--- src/rtl/ecc_secded_pipe.sv ---
// Two-stage pipelined Hamming SECDED encoder / checker / corrector.
// Stage 1 registers the word with its syndrome and overall parity, stage 2
// applies the correction and holds the outputs. Saturating error counters
// and a sticky log of the first uncorrectable syndrome sit on the output side.
module ecc_secded_pipe #(
    parameter int DW    = 32,
    parameter int CNT_W = 16,
    // Hamming check-bit count for DW in 8..64, plus one overall parity bit.
    localparam int PW   = ((DW <= 11) ? 4 : (DW <= 26) ? 5 : (DW <= 57) ? 6 : 7) + 1
) (
    input  logic             clk,
    input  logic             rst,
    input  logic             clr,
    input  logic             mode,
    input  logic             in_valid,
    output logic             in_ready,
    input  logic [DW-1:0]    in_data,
    input  logic [PW-1:0]    in_ecc,
    output logic             out_valid,
    input  logic             out_ready,
    output logic [DW-1:0]    out_data,
    output logic [PW-1:0]    out_ecc,
    output logic             out_sbe,
    output logic             out_dbe,
    output logic [CNT_W-1:0] sbe_count,
    output logic [CNT_W-1:0] dbe_count,
    output logic             log_valid,
    output logic [PW-1:0]    log_syndrome
);

    localparam int R    = PW - 1;
    localparam int NPOS = DW + R;
    // Highest codeword position; it always fits in R bits.
    localparam logic [R-1:0] LAST_POS = R'(NPOS);

    // Codeword position (1-based) of data bit j: the j-th non-power-of-two.
    function automatic int data_pos(input int j);
        int pos;
        int cnt;
        pos = 0;
        cnt = 0;
        for (int p = 1; p <= NPOS; p++) begin
            if ((p & (p - 1)) != 0) begin
                if (cnt == j) pos = p;
                cnt++;
            end
        end
        return pos;
    endfunction

    // Check bits of a data word; the top bit makes the whole codeword even.
    function automatic logic [PW-1:0] encode(input logic [DW-1:0] d);
        logic [PW-1:0] e;
        e = '0;
        for (int j = 0; j < DW; j++) begin
            int p;
            p = data_pos(j);
            for (int i = 0; i < R; i++) begin
                if (p[i]) e[i] = e[i] ^ d[j];
            end
        end
        e[PW-1] = ^{d, e[R-1:0]};
        return e;
    endfunction

    logic             s1_valid_reg, s1_mode_reg, s1_par_reg;
    logic [DW-1:0]    s1_data_reg;
    logic [PW-1:0]    s1_ecc_reg;
    logic [R-1:0]     s1_syn_reg;
    logic             s2_valid_reg, s2_sbe_reg, s2_dbe_reg;
    logic [DW-1:0]    s2_data_reg;
    logic [PW-1:0]    s2_ecc_reg, s2_log_reg;
    logic [CNT_W-1:0] sbe_cnt_reg, dbe_cnt_reg;
    logic             log_valid_reg;
    logic [PW-1:0]    log_syn_reg;

    logic [PW-1:0]    in_enc;
    logic             s1_load, s2_load, out_fire;
    logic [DW-1:0]    flip_mask, fix_data;
    logic [PW-1:0]    fix_ecc;
    logic [DW-1:0]    s2_data_next;
    logic [PW-1:0]    s2_ecc_next;
    logic             s2_sbe_next, s2_dbe_next;

    assign in_enc   = encode(in_data);
    // A stage loads when empty or when its contents move on this cycle.
    assign s2_load  = !s2_valid_reg || out_ready;
    assign s1_load  = !s1_valid_reg || s2_load;
    assign in_ready = s1_load;
    assign out_fire = s2_valid_reg && out_ready;

    // One comparator per data bit: set when the syndrome addresses that bit.
    genvar gi;
    generate
        for (gi = 0; gi < DW; gi++) begin : g_flip
            localparam int POS = data_pos(gi);
            assign flip_mask[gi] = (s1_syn_reg == R'(POS));
        end
    endgenerate

    // Errors confined to check bits leave the data alone; regenerating the
    // check bits from the repaired data fixes those cases too.
    assign fix_data = s1_data_reg ^ flip_mask;
    assign fix_ecc  = encode(fix_data);

    // Stage 1: capture the word with its syndrome and overall parity.
    always_ff @(posedge clk or posedge rst) begin
        if (rst) begin
            s1_valid_reg <= 1'b0;
            s1_mode_reg  <= 1'b0;
            s1_data_reg  <= '0;
            s1_ecc_reg   <= '0;
            s1_syn_reg   <= '0;
            s1_par_reg   <= 1'b0;
        end else if (s1_load) begin
            s1_valid_reg <= in_valid;
            s1_mode_reg  <= mode;
            s1_data_reg  <= in_data;
            s1_ecc_reg   <= mode ? in_enc : in_ecc;
            s1_syn_reg   <= in_enc[R-1:0] ^ in_ecc[R-1:0];
            s1_par_reg   <= ^{in_data, in_ecc};
        end
    end

    // Stage 2 decision: pass, correct a single error, or flag uncorrectable.
    always_comb begin
        s2_data_next = s1_data_reg;
        s2_ecc_next  = s1_ecc_reg;
        s2_sbe_next  = 1'b0;
        s2_dbe_next  = 1'b0;
        if (!s1_mode_reg) begin
            if (s1_par_reg) begin
                if (s1_syn_reg <= LAST_POS) begin
                    s2_data_next = fix_data;
                    s2_ecc_next  = fix_ecc;
                    s2_sbe_next  = 1'b1;
                end else begin
                    s2_dbe_next  = 1'b1;
                end
            end else if (s1_syn_reg != '0) begin
                s2_dbe_next = 1'b1;
            end
        end
    end

    // Stage 2 register: outputs only change when the stage reloads.
    always_ff @(posedge clk or posedge rst) begin
        if (rst) begin
            s2_valid_reg <= 1'b0;
            s2_data_reg  <= '0;
            s2_ecc_reg   <= '0;
            s2_sbe_reg   <= 1'b0;
            s2_dbe_reg   <= 1'b0;
            s2_log_reg   <= '0;
        end else if (s2_load) begin
            s2_valid_reg <= s1_valid_reg;
            s2_data_reg  <= s2_data_next;
            s2_ecc_reg   <= s2_ecc_next;
            s2_sbe_reg   <= s2_sbe_next;
            s2_dbe_reg   <= s2_dbe_next;
            s2_log_reg   <= {s1_par_reg, s1_syn_reg};
        end
    end

    // Saturating counters and sticky first-DBE log; clr overrides counting.
    always_ff @(posedge clk or posedge rst) begin
        if (rst) begin
            sbe_cnt_reg   <= '0;
            dbe_cnt_reg   <= '0;
            log_valid_reg <= 1'b0;
            log_syn_reg   <= '0;
        end else if (clr) begin
            sbe_cnt_reg   <= '0;
            dbe_cnt_reg   <= '0;
            log_valid_reg <= 1'b0;
            log_syn_reg   <= '0;
        end else if (out_fire) begin
            if (s2_sbe_reg && (sbe_cnt_reg != {CNT_W{1'b1}}))
                sbe_cnt_reg <= sbe_cnt_reg + 1'b1;
            if (s2_dbe_reg && (dbe_cnt_reg != {CNT_W{1'b1}}))
                dbe_cnt_reg <= dbe_cnt_reg + 1'b1;
            if (s2_dbe_reg && !log_valid_reg) begin
                log_valid_reg <= 1'b1;
                log_syn_reg   <= s2_log_reg;
            end
        end
    end

    assign out_valid    = s2_valid_reg;
    assign out_data     = s2_data_reg;
    assign out_ecc      = s2_ecc_reg;
    assign out_sbe      = s2_sbe_reg;
    assign out_dbe      = s2_dbe_reg;
    assign sbe_count    = sbe_cnt_reg;
    assign dbe_count    = dbe_cnt_reg;
    assign log_valid    = log_valid_reg;
    assign log_syndrome = log_syn_reg;

endmodule

--- config.mk ---
export PLATFORM = sky130hd
export DESIGN_NAME = ecc_secded_pipe
export DESIGN_NICKNAME = d
export VERILOG_FILES = /design/src/rtl/ecc_secded_pipe.sv
export SDC_FILE = /design/constraint.sdc
export NUM_CORES = 1
export LEC_CHECK = 0
export ABC_AREA = 1
export BUFFER_PORTS_ARGS = -buffer_cell sky130_fd_sc_hd__buf_2
export CAP_MARGIN = 20
export CELL_PAD_IN_SITES_DETAIL_PLACEMENT = 0
export CELL_PAD_IN_SITES_GLOBAL_PLACEMENT = 2
export CORE_MARGIN = 3
export CORE_UTILIZATION = 36
export CTS_BUF_LIST = sky130_fd_sc_hd__clkbuf_8
export DETAILED_ROUTE_END_ITERATION = 7
export PLACE_DENSITY = 0.95
export SLEW_MARGIN = 20
export SYNTH_ARGS = -nofsm -noshare
export SYNTH_HDL_FRONTEND = slang
export SYNTH_SLANG_ARGS = --single-unit
export TNS_END_PERCENT = 1
--- constraint.sdc ---
create_clock -name clk -period 12.8 [get_ports clk]
set_clock_uncertainty 0.2 [all_clocks]
set_input_delay 2.56 -clock clk [delete_from_list [all_inputs] [get_ports clk]]
set_output_delay 2.56 -clock clk [all_outputs]
set_load 0.03 [all_outputs]
==> reports/summary.json <==
{
  "global_route": {
    "wire_length_of_the_first_global_routing_pass_um": 47240,
    "vias_in_the_first_global_route": 8494,
    "grt_max_degree": 81,
    "grt_use_total": 0.2143,
    "global_route.overflow_total": 0,
    "initial_antenna_violation_count": 0
  },
  "final_layout": {
    "number_of_diodes_added_for_antenna_fixing": 0,
    "post-route-util": 0.4231,
    "fin_nets": 1530,
    "multi_input_comb_area_um2": 5201,
    "flow.area_growth_from_synthesis_pct": 14.95,
    "layout.cells.most_common_list": "492 x sky130_fd_sc_hd__nand2_1, 141 x sky130_fd_sc_hd__inv_1, 137 x sky130_fd_sc_hd__dfrtp_1",
    "most_frequent_standard_cell_in_the_layout_excluding_fill_and_tap_cells": "sky130_fd_sc_hd__nand2_1",
    "post_route_cells_drive_above_1_share": 0.1203,
    "fillers": 2727,
    "ff_latch_area_um2": 3428
  },
  "logic_synthesis": {
    "mappedNetlistNets": 1414,
    "ys_warnings": 0,
    "syn-mean-instance-area_um2": 6.819,
    "synth_cells": 1367,
    "post_synthesis_instance_area_um2": 9321,
    "number_of_distinct_library_cell_variants_in_the_gate_level_netlist_after_synthesis": 34,
    "ys_seq_elements": 137,
    "yosysSeqAreaShare": 0.3678
  },
  "routing": {
    "wl_per_cell_um": 16.55,
    "final_antenna_net_count": 0,
    "dr_total_vias": 9154,
    "dr.first_iter.drc_count": 714,
    "first_pass_iters": 8,
    "wl_um": 30220,
    "vias_cell": 5.013,
    "drcViolationCount": 0
  },
  "critical_path": {
    "reg2reg_slack_ns": 9.21,
    "worst_setup_path_endpoint": "in_ready",
    "slowest_stage": "sky130_fd_sc_hd__inv_1",
    "timing.reg2reg.worst_path_depth": 22,
    "critical_path_peak_fanout": 50,
    "crit_arrival_ns": 4.42,
    "timing.critical_path.from": "out_ready",
    "slowest_cell_delay_on_critical_path_ns": 0.50,
    "critPathLaunchType": "input pin",
    "worst_path_class_setup": "in -> out",
    "cp-end-kind": "output port",
    "path_cells": "buf_2, nor2_4, buf_4, inv_1, nor2_1, buf_4, inv_2, buf_2",
    "timing.rr.end": "out_ecc[6]",
    "cp.required_ns": 10.04,
    "worst_r2r_startpoint": "s1_syn_reg[3]"
  },
  "clocking": {
    "cts_post_setup_buffers_inserted": 0,
    "cts.root.buffer_cell": "sky130_fd_sc_hd__clkbuf_8",
    "tritoncts_clock_tree": "built",
    "tritoncts_num_sinks": 137,
    "clk-insertion-delay-late_ns": 0.46,
    "cts_resized": 0,
    "holdBufCountCts": 0,
    "cts.path.max_buffers": 2,
    "cts-htree-levels": 4,
    "clock_pin_slew_on_the_worst_setup_and_hold_paths_ns": 0.08,
    "cts_inserted_buffers": 17
  },
  "sta": {
    "report.final.setup_viol": 0,
    "max_slew_margin": 0.3936,
    "post-route-worst-setup-slack_ns": 5.623,
    "worst_hold_slack_ns": 0.2761,
    "slew_violations": 0,
    "worstMarginPinSlew_ns": 0.9085,
    "period_needed_ns": 7.177,
    "unrepaired_setup_endpoints_after_global_routing": "false",
    "timing.fmax_ghz": 0.1393,
    "finalSetupTns_ns": 0,
    "fin_crit_sh": 0.5607,
    "hold_viol_final": 0
  },
  "power_and_ir_drop": {
    "pwr_density_cell_nw_per_um2": 189.0,
    "irDropWorstVdd_mv": 0.08423,
    "total_leakage_power_uw": 0.005574
  },
  "die": {
    "fp.dieArea_um2": 27860,
    "coreArea_um2": 25330,
    "design.portCount": 128,
    "floorplan.die.height_um": 166.9,
    "core.rowCount": 58,
    "die_w_um": 166.9,
    "floorplan.initialDensity": 0.3680
  },
  "flow_run": {
    "maxCapViolCount": 0
  },
  "min_path": {
    "hold_class": "reg -> reg",
    "hold_path_cell_cnt": 2
  },
  "place": {
    "numPortBuffers": 127,
    "place.gp.congestion": 0.8960,
    "place_hpwl_um": 23230,
    "detailedPlace.worstSlack_ns": 5.628
  },
  "run_status": {
    "outcome": "complete, no violations"
  }
}
## cell type report
class                           count  share of cell area
Clock buffer                       19             0.02440
Clock inverter                     13             0.01518
Timing Repair Buffer              136             0.06562
Sequential cell                   137              0.3199
Multi-Input combinational cell   1047              0.4854
Inverter                          144             0.05091
Tap cell                          330             0.03853
## cells in the mapped netlist
library cell | n | area share
sky130_fd_sc_hd__buf_4 | 1 | 0.00081
sky130_fd_sc_hd__nand4_1 | 14 | 0.0094
sky130_fd_sc_hd__o21ai_0 | 108 | 0.058
sky130_fd_sc_hd__clkinv_1 | 2 | 0.00081
sky130_fd_sc_hd__nand2_2 | 1 | 0.00067
sky130_fd_sc_hd__xor2_1 | 59 | 0.055
sky130_fd_sc_hd__nor3_1 | 15 | 0.0081
sky130_fd_sc_hd__ha_1 | 2 | 0.0027
sky130_fd_sc_hd__nand3_1 | 136 | 0.073
sky130_fd_sc_hd__inv_1 | 141 | 0.057
sky130_fd_sc_hd__clkbuf_1 | 31 | 0.012
sky130_fd_sc_hd__a31oi_1 | 7 | 0.0047
sky130_fd_sc_hd__inv_2 | 1 | 0.00040
sky130_fd_sc_hd__nand3b_1 | 2 | 0.0016
sky130_fd_sc_hd__dfrtp_1 | 137 | 0.37
sky130_fd_sc_hd__o31ai_1 | 2 | 0.0016
sky130_fd_sc_hd__a211oi_1 | 7 | 0.0056
sky130_fd_sc_hd__nor2_1 | 61 | 0.025
sky130_fd_sc_hd__xnor2_1 | 74 | 0.070
sky130_fd_sc_hd__a21oi_1 | 36 | 0.019
sky130_fd_sc_hd__nor2_2 | 2 | 0.0013
sky130_fd_sc_hd__o21a_1 | 5 | 0.0040
sky130_fd_sc_hd__buf_2 | 7 | 0.0038
sky130_fd_sc_hd__a221oi_1 | 2 | 0.0019
sky130_fd_sc_hd__nand2_1 | 492 | 0.20
sky130_fd_sc_hd__o22ai_1 | 2 | 0.0013
sky130_fd_sc_hd__o221a_2 | 1 | 0.0012
sky130_fd_sc_hd__o32ai_1 | 1 | 0.00094
sky130_fd_sc_hd__nor3b_1 | 2 | 0.0016
sky130_fd_sc_hd__nand3_2 | 1 | 0.0011
sky130_fd_sc_hd__or2_2 | 4 | 0.0027
sky130_fd_sc_hd__o211ai_1 | 6 | 0.0048
sky130_fd_sc_hd__nor4_1 | 4 | 0.0027
sky130_fd_sc_hd__nor2_4 | 1 | 0.0012
## kinds of logic (layout without fill, tap and decap cells)
family                   count (synthesis)  in the layout  synth area share
AND/OR/NAND/NOR                        735            735            0.3260
AO/OA/AOI/OAI                          177            177            0.1035
XOR/XNOR                               133            133            0.1250
buffers and inverters                  183            312           0.07503
flip-flops                             137            137            0.3678
adder cells (fa/ha/maj)                  2              2          0.002684
## worst min path at each step
| stage | startpoint | to |
|---|---|---|
| floorplan | s1_valid_reg | out_valid |
| CTS | out_ecc[2] | out_ecc[2] |
| global placement | out_data[11] | out_data[11] |
| finish | out_data[11] | out_data[11] |
| global route | s1_valid_reg | out_valid |
| detailed placement | out_ecc[2] | out_ecc[2] |
## layer usage
metal | GRT usage | routed length [um]
met4 | 0.05811 | 612
met3 | 0.03252 | 1746
met5 | 0 | 0
met1 | 0.3143 | 14550
met2 | 0.3303 | 13310
## power breakdown
group / switching [uW] / internal, uW
Clock: 199 / 190
Combinational: 729 / 309
Sequential: 71.7 / 526
Total: 999 / 1030
## worst max-delay path: cells and delay by family
| kind | cells | cell delay (ns) |
|---|---|---|
| buffers and inverters | 6 | 1.53 |
| AND/OR/NAND/NOR | 2 | 0.30 |
## stage by stage
step,power (uW),instance area [um^2],std cells
global placement,1630,10290,1794
CTS,2038,10720,1826
detailed placement,1644,10290,1794
floorplan,1340,9321,1367
global route,2183,10720,1826
finish,2025,10720,1826
No activity file was read; power rests on OpenSTA's default activity.
